===== src/rtl/sdff_scan_ctrl.sv =====
// Scan chain of WIDTH cells with a capture/shift/update sequencer and a parallel update register.
// Latency: an automatic cycle holds BUSY for WIDTH+2 clocks, then DONE pulses for one clock. SO is combinational from Q[WIDTH-1].
// Backpressure: none. SE and START are ignored while BUSY; a START held high restarts on the first IDLE edge.
module sdff_scan_ctrl #(
    parameter int                 WIDTH   = 4,
    parameter logic [WIDTH-1:0]   RST_VAL = '0
) (
    input  logic             CLK,
    input  logic             RSTn,
    input  logic [WIDTH-1:0] DI,
    input  logic             SI,
    input  logic             SE,
    input  logic             START,
    output logic             SO,
    output logic [WIDTH-1:0] Q,
    output logic [WIDTH-1:0] UQ,
    output logic             BUSY,
    output logic             DONE
);

    localparam int               CW   = $clog2(WIDTH);
    localparam logic [CW-1:0]    LAST = CW'(WIDTH - 1);

    typedef enum logic [1:0] {
        IDLE    = 2'd0,
        CAPTURE = 2'd1,
        SHIFT   = 2'd2,
        UPDATE  = 2'd3
    } state_t;

    state_t           state, state_nxt;
    logic [CW-1:0]    cnt, cnt_nxt;
    logic [WIDTH-1:0] q_nxt, uq_nxt, shift_val;
    logic             done_nxt;

    // Cell 0 takes SI, every other cell takes its lower neighbour.
    assign shift_val = {Q[WIDTH-2:0], SI};

    always_comb begin
        state_nxt = state;
        cnt_nxt   = cnt;
        q_nxt     = Q;
        uq_nxt    = UQ;
        done_nxt  = 1'b0;
        case (state)
            IDLE: begin
                if (START) begin
                    state_nxt = CAPTURE;
                end else if (SE) begin
                    q_nxt = shift_val;
                end else begin
                    q_nxt = DI;
                end
            end
            CAPTURE: begin
                q_nxt     = DI;
                cnt_nxt   = '0;
                state_nxt = SHIFT;
            end
            SHIFT: begin
                q_nxt = shift_val;
                if (cnt == LAST) begin
                    cnt_nxt   = '0;
                    state_nxt = UPDATE;
                end else begin
                    cnt_nxt = cnt + 1'b1;
                end
            end
            UPDATE: begin
                uq_nxt    = Q;
                done_nxt  = 1'b1;
                state_nxt = IDLE;
            end
            default: begin
                state_nxt = IDLE;
            end
        endcase
    end

    always_ff @(posedge CLK or negedge RSTn) begin
        if (!RSTn) begin
            state <= IDLE;
            cnt   <= '0;
            Q     <= RST_VAL;
            UQ    <= RST_VAL;
            DONE  <= 1'b0;
        end else begin
            state <= state_nxt;
            cnt   <= cnt_nxt;
            Q     <= q_nxt;
            UQ    <= uq_nxt;
            DONE  <= done_nxt;
        end
    end

    assign BUSY = (state != IDLE);
    assign SO   = Q[WIDTH-1];

endmodule


===== config.mk =====
export PLATFORM = sky130hd
export DESIGN_NAME = sdff_scan_ctrl
export DESIGN_NICKNAME = d
export VERILOG_FILES = /design/src/rtl/sdff_scan_ctrl.sv
export SDC_FILE = /design/constraint.sdc
export NUM_CORES = 1
export LEC_CHECK = 0
export CORE_ASPECT_RATIO = 1.2
export CORE_UTILIZATION = 45
export CTS_CLUSTER_SIZE = 14
export DETAILED_ROUTE_END_ITERATION = 7
export GPL_TIMING_DRIVEN = 0
export PLACE_DENSITY = 0.75
export SYNTH_ARGS = -nofsm -noshare
export SYNTH_HDL_FRONTEND = slang
export SYNTH_SLANG_ARGS = --single-unit

===== constraint.sdc =====
create_clock -name CLK -period 2.05 [get_ports CLK]
set_input_delay 0.3075 -clock CLK [delete_from_list [all_inputs] [get_ports CLK]]
set_output_delay 0.3075 -clock CLK [all_outputs]
set_load 0.005 [all_outputs]

==> metrics.md <==
| Metric | Value |
|---|---|
| Tot Pwr | 1.63 mW |
| Clock Pin Slew Worst Setup and Hold Paths | 0.08 ns |
| FF+latch area | around 330 sq um |
| Vias in the first global route | around 500 |
| Tcrit/Tclk final | 0.942 |
| HP Class | input pin to async pin |
| Ys async rst share | 1.00 |
| Grt ovf | 0 |
| Top cells by area, synth | dfrtp_1, mux2_2, ha_1, mux2i_1, a22oi_1 |
| Power density cells | about 1700 nW/um^2 |
| Syn_area_per_cell | 12.4 sq um |
| Syn_nets | 75 |
| DP Cell Count | 95 |
| Core area | 1480 sq um |
| GRT busiest layer | met2 |
| I/O pins | 20 |
| Setup WS post-layout | between 0.1 and 0.15 ns |
| Final layout net count | 99 |
| Fill count | 121 |
| Final cell count without fillers | 99 |
| Clk_skew | 0.000335 ns |
| Maximum buffer depth of the clock tree | 2 |
| Final ANT Viol Nets | 0 |
| CP max FO | 5 |
| Max Slew Vio Count | 0 |
| Met2 usage | 0.273 |
| Routing usage on met1 | 0.220 |
| Reg2Reg Depth | 6 |
| Critical R2R Launch | state[1] |
| Worst setup SP type | flip-flop |
| Worst-margin pin slew | 0.593 ns |
| Final WL | 1340 microns |
| CTS tree | done |
| Final critical-path required period | 1.93 ns |
| Antenna Cells | 0 |
| Drt wl/cell | 13.6 microns |
| Max Clk Rate | between 500 and 600 MHz |
| Row count | 15 |
| First-pass GRT wire length | 2110 microns |
| Clock insertion delay at the later pin of the skew report | 0.27 ns |
| MaxCap Viol Count | 0 |
| Hold violation count in the final report | 0 |
| Crit path capture type | output port |
| EDFF count, synth | 0 |
| Synth top cells by count | dfrtp_1, mux2_2, ha_1, mux2i_1, inv_1 |
| Synth Flop Type | dfrtp_1 |
| Slew Limit Headroom | 0.603 |
| Status | complete, no violations |
| CTS root buf | clkbuf_4 |
| Num Clock Sinks | 13 |
| Final Core Density | 0.655 |
| Post-CTS Resized | 0 |
| Detailed Routing Iterations Pass 1 | 4 |
| Gpl congestion | 0.690 |
| Top-area cell type share of the netlist area | 0.444 |
| DIE HEIGHT | 46.2 microns |
| Static Leak | ~0.45 nW |
| I/O Buffers | 19 |
| Met3 Usage GRT | 0.0435 |
| Crit path required time | 1.74 ns |
| Worst hold slack | 0.408 ns |
| Pin count of the biggest net entering global routing | 14 |
| #FFs+latches synth | 13 |
| Routed vias | 511 |
| Cell taking the most area after synthesis | dfrtp_1 |
| Critical R2R Capture | Q[3] |
| Seq/Total Area, Yosys | 0.444 |
| Cts hold-fix bufs | 0 |
| Multi-input logic area | 367 sq um |
| Vias per cell | 5.16 |
| RSZ-0062 raised after global routing | false |
| Layout cells sized above 1 | 0.195 |
| Number of buffers created by CTS | 3 |
| Mapped cell area | 733 sq um |
| Most common cell in the synthesized netlist | dfrtp_1 |
| Synth-to-Final Area Change | 32.4% |
| Final setup TNS | 0 ns |
| Initial antenna violation count | 0 |
| Pre-CTS WS | 0.267 ns |
| Crit path kind | flip-flop to output port |
| Fin area | approximately 970 sq um |
| Distinct cell type count after synthesis | 18 |
| Die ar. | 1800 sq um |
| Post-CTS Setup Repair Bufs | 0 |
| Critical Path AT | 1.62 ns |
| Final setup fails | 0 |
| Maximum VDD drop | 941 uV |
| DRT iter0 DRCs | 5 |
| # DRC | 0 |
| Die W | 38.9 microns |
| Initial core utilization | 0.495 |
| Ys Warns | 0 |
| Hpwl dp | ~990 microns |
| GR Util All Layers | 0.176 |
| DP Area | 945 sq um |
| Reg2Reg Setup Slack | 0.26 ns |
| Mapped Cells | 59 |
| H-Tree Depth | 1 |
-- state kept, by name, summed over array words and instances, names as in the netlist --
register	count
DONE	1
state	2
cnt	2
Q	4
UQ	4
-- worst max path at each step --
stage,from,to,slack [ns],cells after the start
finish,state[1],BUSY,0.12,4
global placement,state[1],Q[3],0.29,6
CTS,state[1],BUSY,0.11,4
floorplan,state[1],Q[0],0.39,5
global route,state[1],BUSY,0.009,4
detailed placement,state[1],Q[3],0.27,6
-- cells by family (layout without fill, tap and decap cells) --
family                     Yosys count  after routing  synth area share
muxes                               17             17             0.254
DFF                                 13             13             0.444
AOI/OAI and AO/OA                    8              8            0.0819
buffers and inverters                8             31            0.0563
adders and majority gates            7              7             0.119
and+or+nand+nor                      6              6            0.0444
-- where the power goes --
| part | leakage [nW] | internal [mW] | switching, mW | total (mW) |
|---|---|---|---|---|
| registers | 0.163 | 0.384 | 0.0908 | 0.475 |
| logic | 0.275 | 0.606 | 0.389 | 0.995 |
| clock network | 0.0150 | 0.0753 | 0.0810 | 0.156 |
-- metal layers --
| layer | up-vias | part of all wire |
|---|---|---|
| met2 | 13 | 0.45 |
| met4 | 0 | 0.0089 |
| met3 | 2 | 0.042 |
| met5 | - | 0 |
| met1 | 240 | 0.50 |
| li1 | 256 | - |
-- critical path, cell delays in order (launching register included) --
cell and delay [ns]:
dfrtp_1 0.42, inv_1 0.10, ha_1 0.23, inv_1 0.09, clkdlybuf4s50_1 0.50
-- final cells by class --
cell class                      instances  area share
Sequential cell                        13       0.335
Buffer                                  2      0.0193
Tap cell                               17      0.0219
Inverter                                6      0.0232
Timing Repair Buffer                   19       0.196
Multi-Input combinational cell         38       0.378
Clock buffer                            4      0.0271
-- cells in the final DEF, fill, tap and decap left out, drive strengths merged --
cell and instances:
or2b 1, mux2 10, ha 7, inv 6
a2bb2oi 1, clkdlybuf4s50 19, nand3 1, a22oi 3
nand4 1, nand2b 1, nor2 2, a32o 1
o21ai 2, dfrtp 13, buf 2, a21oi 1
mux2i 7, clkbuf 4
Note: power is estimated with default switching activity, not from simulation.
==> RTL edit: new RTL, same flow settings <==
The parameter `WIDTH` goes from 4 to 8.
--- a/src/rtl/sdff_scan_ctrl.sv
+++ b/src/rtl/sdff_scan_ctrl.sv
@@ -4,3 +4,3 @@
 module sdff_scan_ctrl #(
-    parameter int                 WIDTH   = 4,
+    parameter int                 WIDTH   = 8,
     parameter logic [WIDTH-1:0]   RST_VAL = '0
Ports: changed (resized DI, Q and UQ); port bits go from 20 to 32. No check against the original RTL was run, so the function may have changed too.
==> RTL edit against the unedited design <==
Final area grew 62%; utilization shrank 3.4 points; largest power group unchanged; setup slack gained 0.016 ns; clock skew grew 0.00076 ns; combinational power grew 50%; register-to-register slack lost 0.06 ns; routed wire length grew 65%; sequential cell count grew 9; synthesized area grew 62%; power grew 54%.
==> RTL edit: results <==
[worst_setup_path]
worstReg2RegEnd = Q[0]
reg2reg_from = state[0]
r2r_slack_ns = 0.20
cp_max_fo = 4

[grt]
grt_max_degree = 23
grt_pass1_wl_mm = 3.80
grt_util_all_layers_pct = 17.7

[route]
met3_length_um = 128
vias = 841
wl_mm = 2.22

[placement]
placed_area_um2 = 1530
place_ws_ns = 0.201
placed_cells = 157
io_buffers = 30
gp_congestion = 0.736

[timing]
finalClockSkew_ns = 0.00109
finalWorstSetupSlack_ns = 0.136
slew_headroom_pct = 33.8
fin_hold_ws_ns = 0.498

[logic_synthesis]
synth_compound_area_share_pct = 7.88
avgSynthCellArea_um2 = 12.7
syn-num-nets = 113
synthTopCellsByArea = dfrtp_1 (46%), mux2_2 (15%), mux2i_1 (13%), ha_1 (6.3%), a22oi_1 (4.4%)
synthAdderAreaFrac_pct = 6.30
synth_mux_area_share_pct = 30.3
ys_top_cells_by_count = dfrtp_1 (22), mux2_2 (16), mux2i_1 (15), a22oi_1 (7), ha_1 (6)
ys_types = 20

[hold_path]
hold_path_class = input pin to flip-flop

[cts]
cts.clk_slew.worst_paths_ns = 0.12

[final_layout]
final_layout_size_suffix_gt1_share_pct = 21.1

[pwr]
p_leak_nw = 0.727
peakVddDrop_mv = 0.782

[outcome]
outcome = completed
[RTL edit: cell types whose count changed after synthesis, sizes merged]
| cell | delta |
|---|---|
| ha | -1 |
| clkbuf | +3 |
| o21ai | +1 |
| buf | +1 |
| mux2 | +8 |
| mux2i | +8 |
| nand2b | +2 |
| nand3 | +1 |
| a22oi | +4 |
| a2bb2oi | -1 |
| dfrtp | +9 |
| nand4 | -1 |
| nand2 | +1 |
[RTL edit: layer usage]
layer / vias up / global-route usage [%]
li1: 399 / -
met1: 409 / 21.7
met2: 31 / 31.0
met3: 2 / 2.33
met4: 0 / 8.82
met5: - / 0
[RTL edit: layout make-up]
cell class              count  area (um^2)
flip-flops and latches     22          551
fillers                   211          958
inverters                   6         22.5
multi-input cells          60          577
plain buffers               6         41.3
repair buffers             30          300
well taps                  33         41.3
clock buffers               4         36.3
[RTL edit: power by group]
group | internal, mW | total (mW) | switching, mW
Clock | 0.108 | 0.239 | 0.130
Sequential | 0.626 | 0.767 | 0.141
Combinational | 0.889 | 1.49 | 0.605
Total | 1.62 | 2.50 | 0.877
[RTL edit: cell families (layout without fill, tap and decap cells)]
| group | after synthesis | in the layout |
|---|---|---|
| AND/OR/NAND/NOR | 9 | 9 |
| multiplexers | 33 | 33 |
| flip-flops | 22 | 22 |
| adder cells (fa/ha/maj) | 6 | 6 |
| AO/OA/AOI/OAI | 12 | 12 |
| buffers and inverters | 12 | 46 |
[RTL edit: worst min-delay path by stage]
stage                from    end
finish                 SE   Q[2]
CTS                    SE   Q[2]
detailed placement  UQ[4]  UQ[4]
floorplan            RSTn   DONE
global route           SE   Q[2]
global placement    UQ[4]  UQ[4]
[RTL edit: tightest hold or removal path, cell delays in order]
cell and delay [ns]:
buf_6 0.12, mux2i_1 0.08, mux2i_1 0.12, mux2_2 0.15
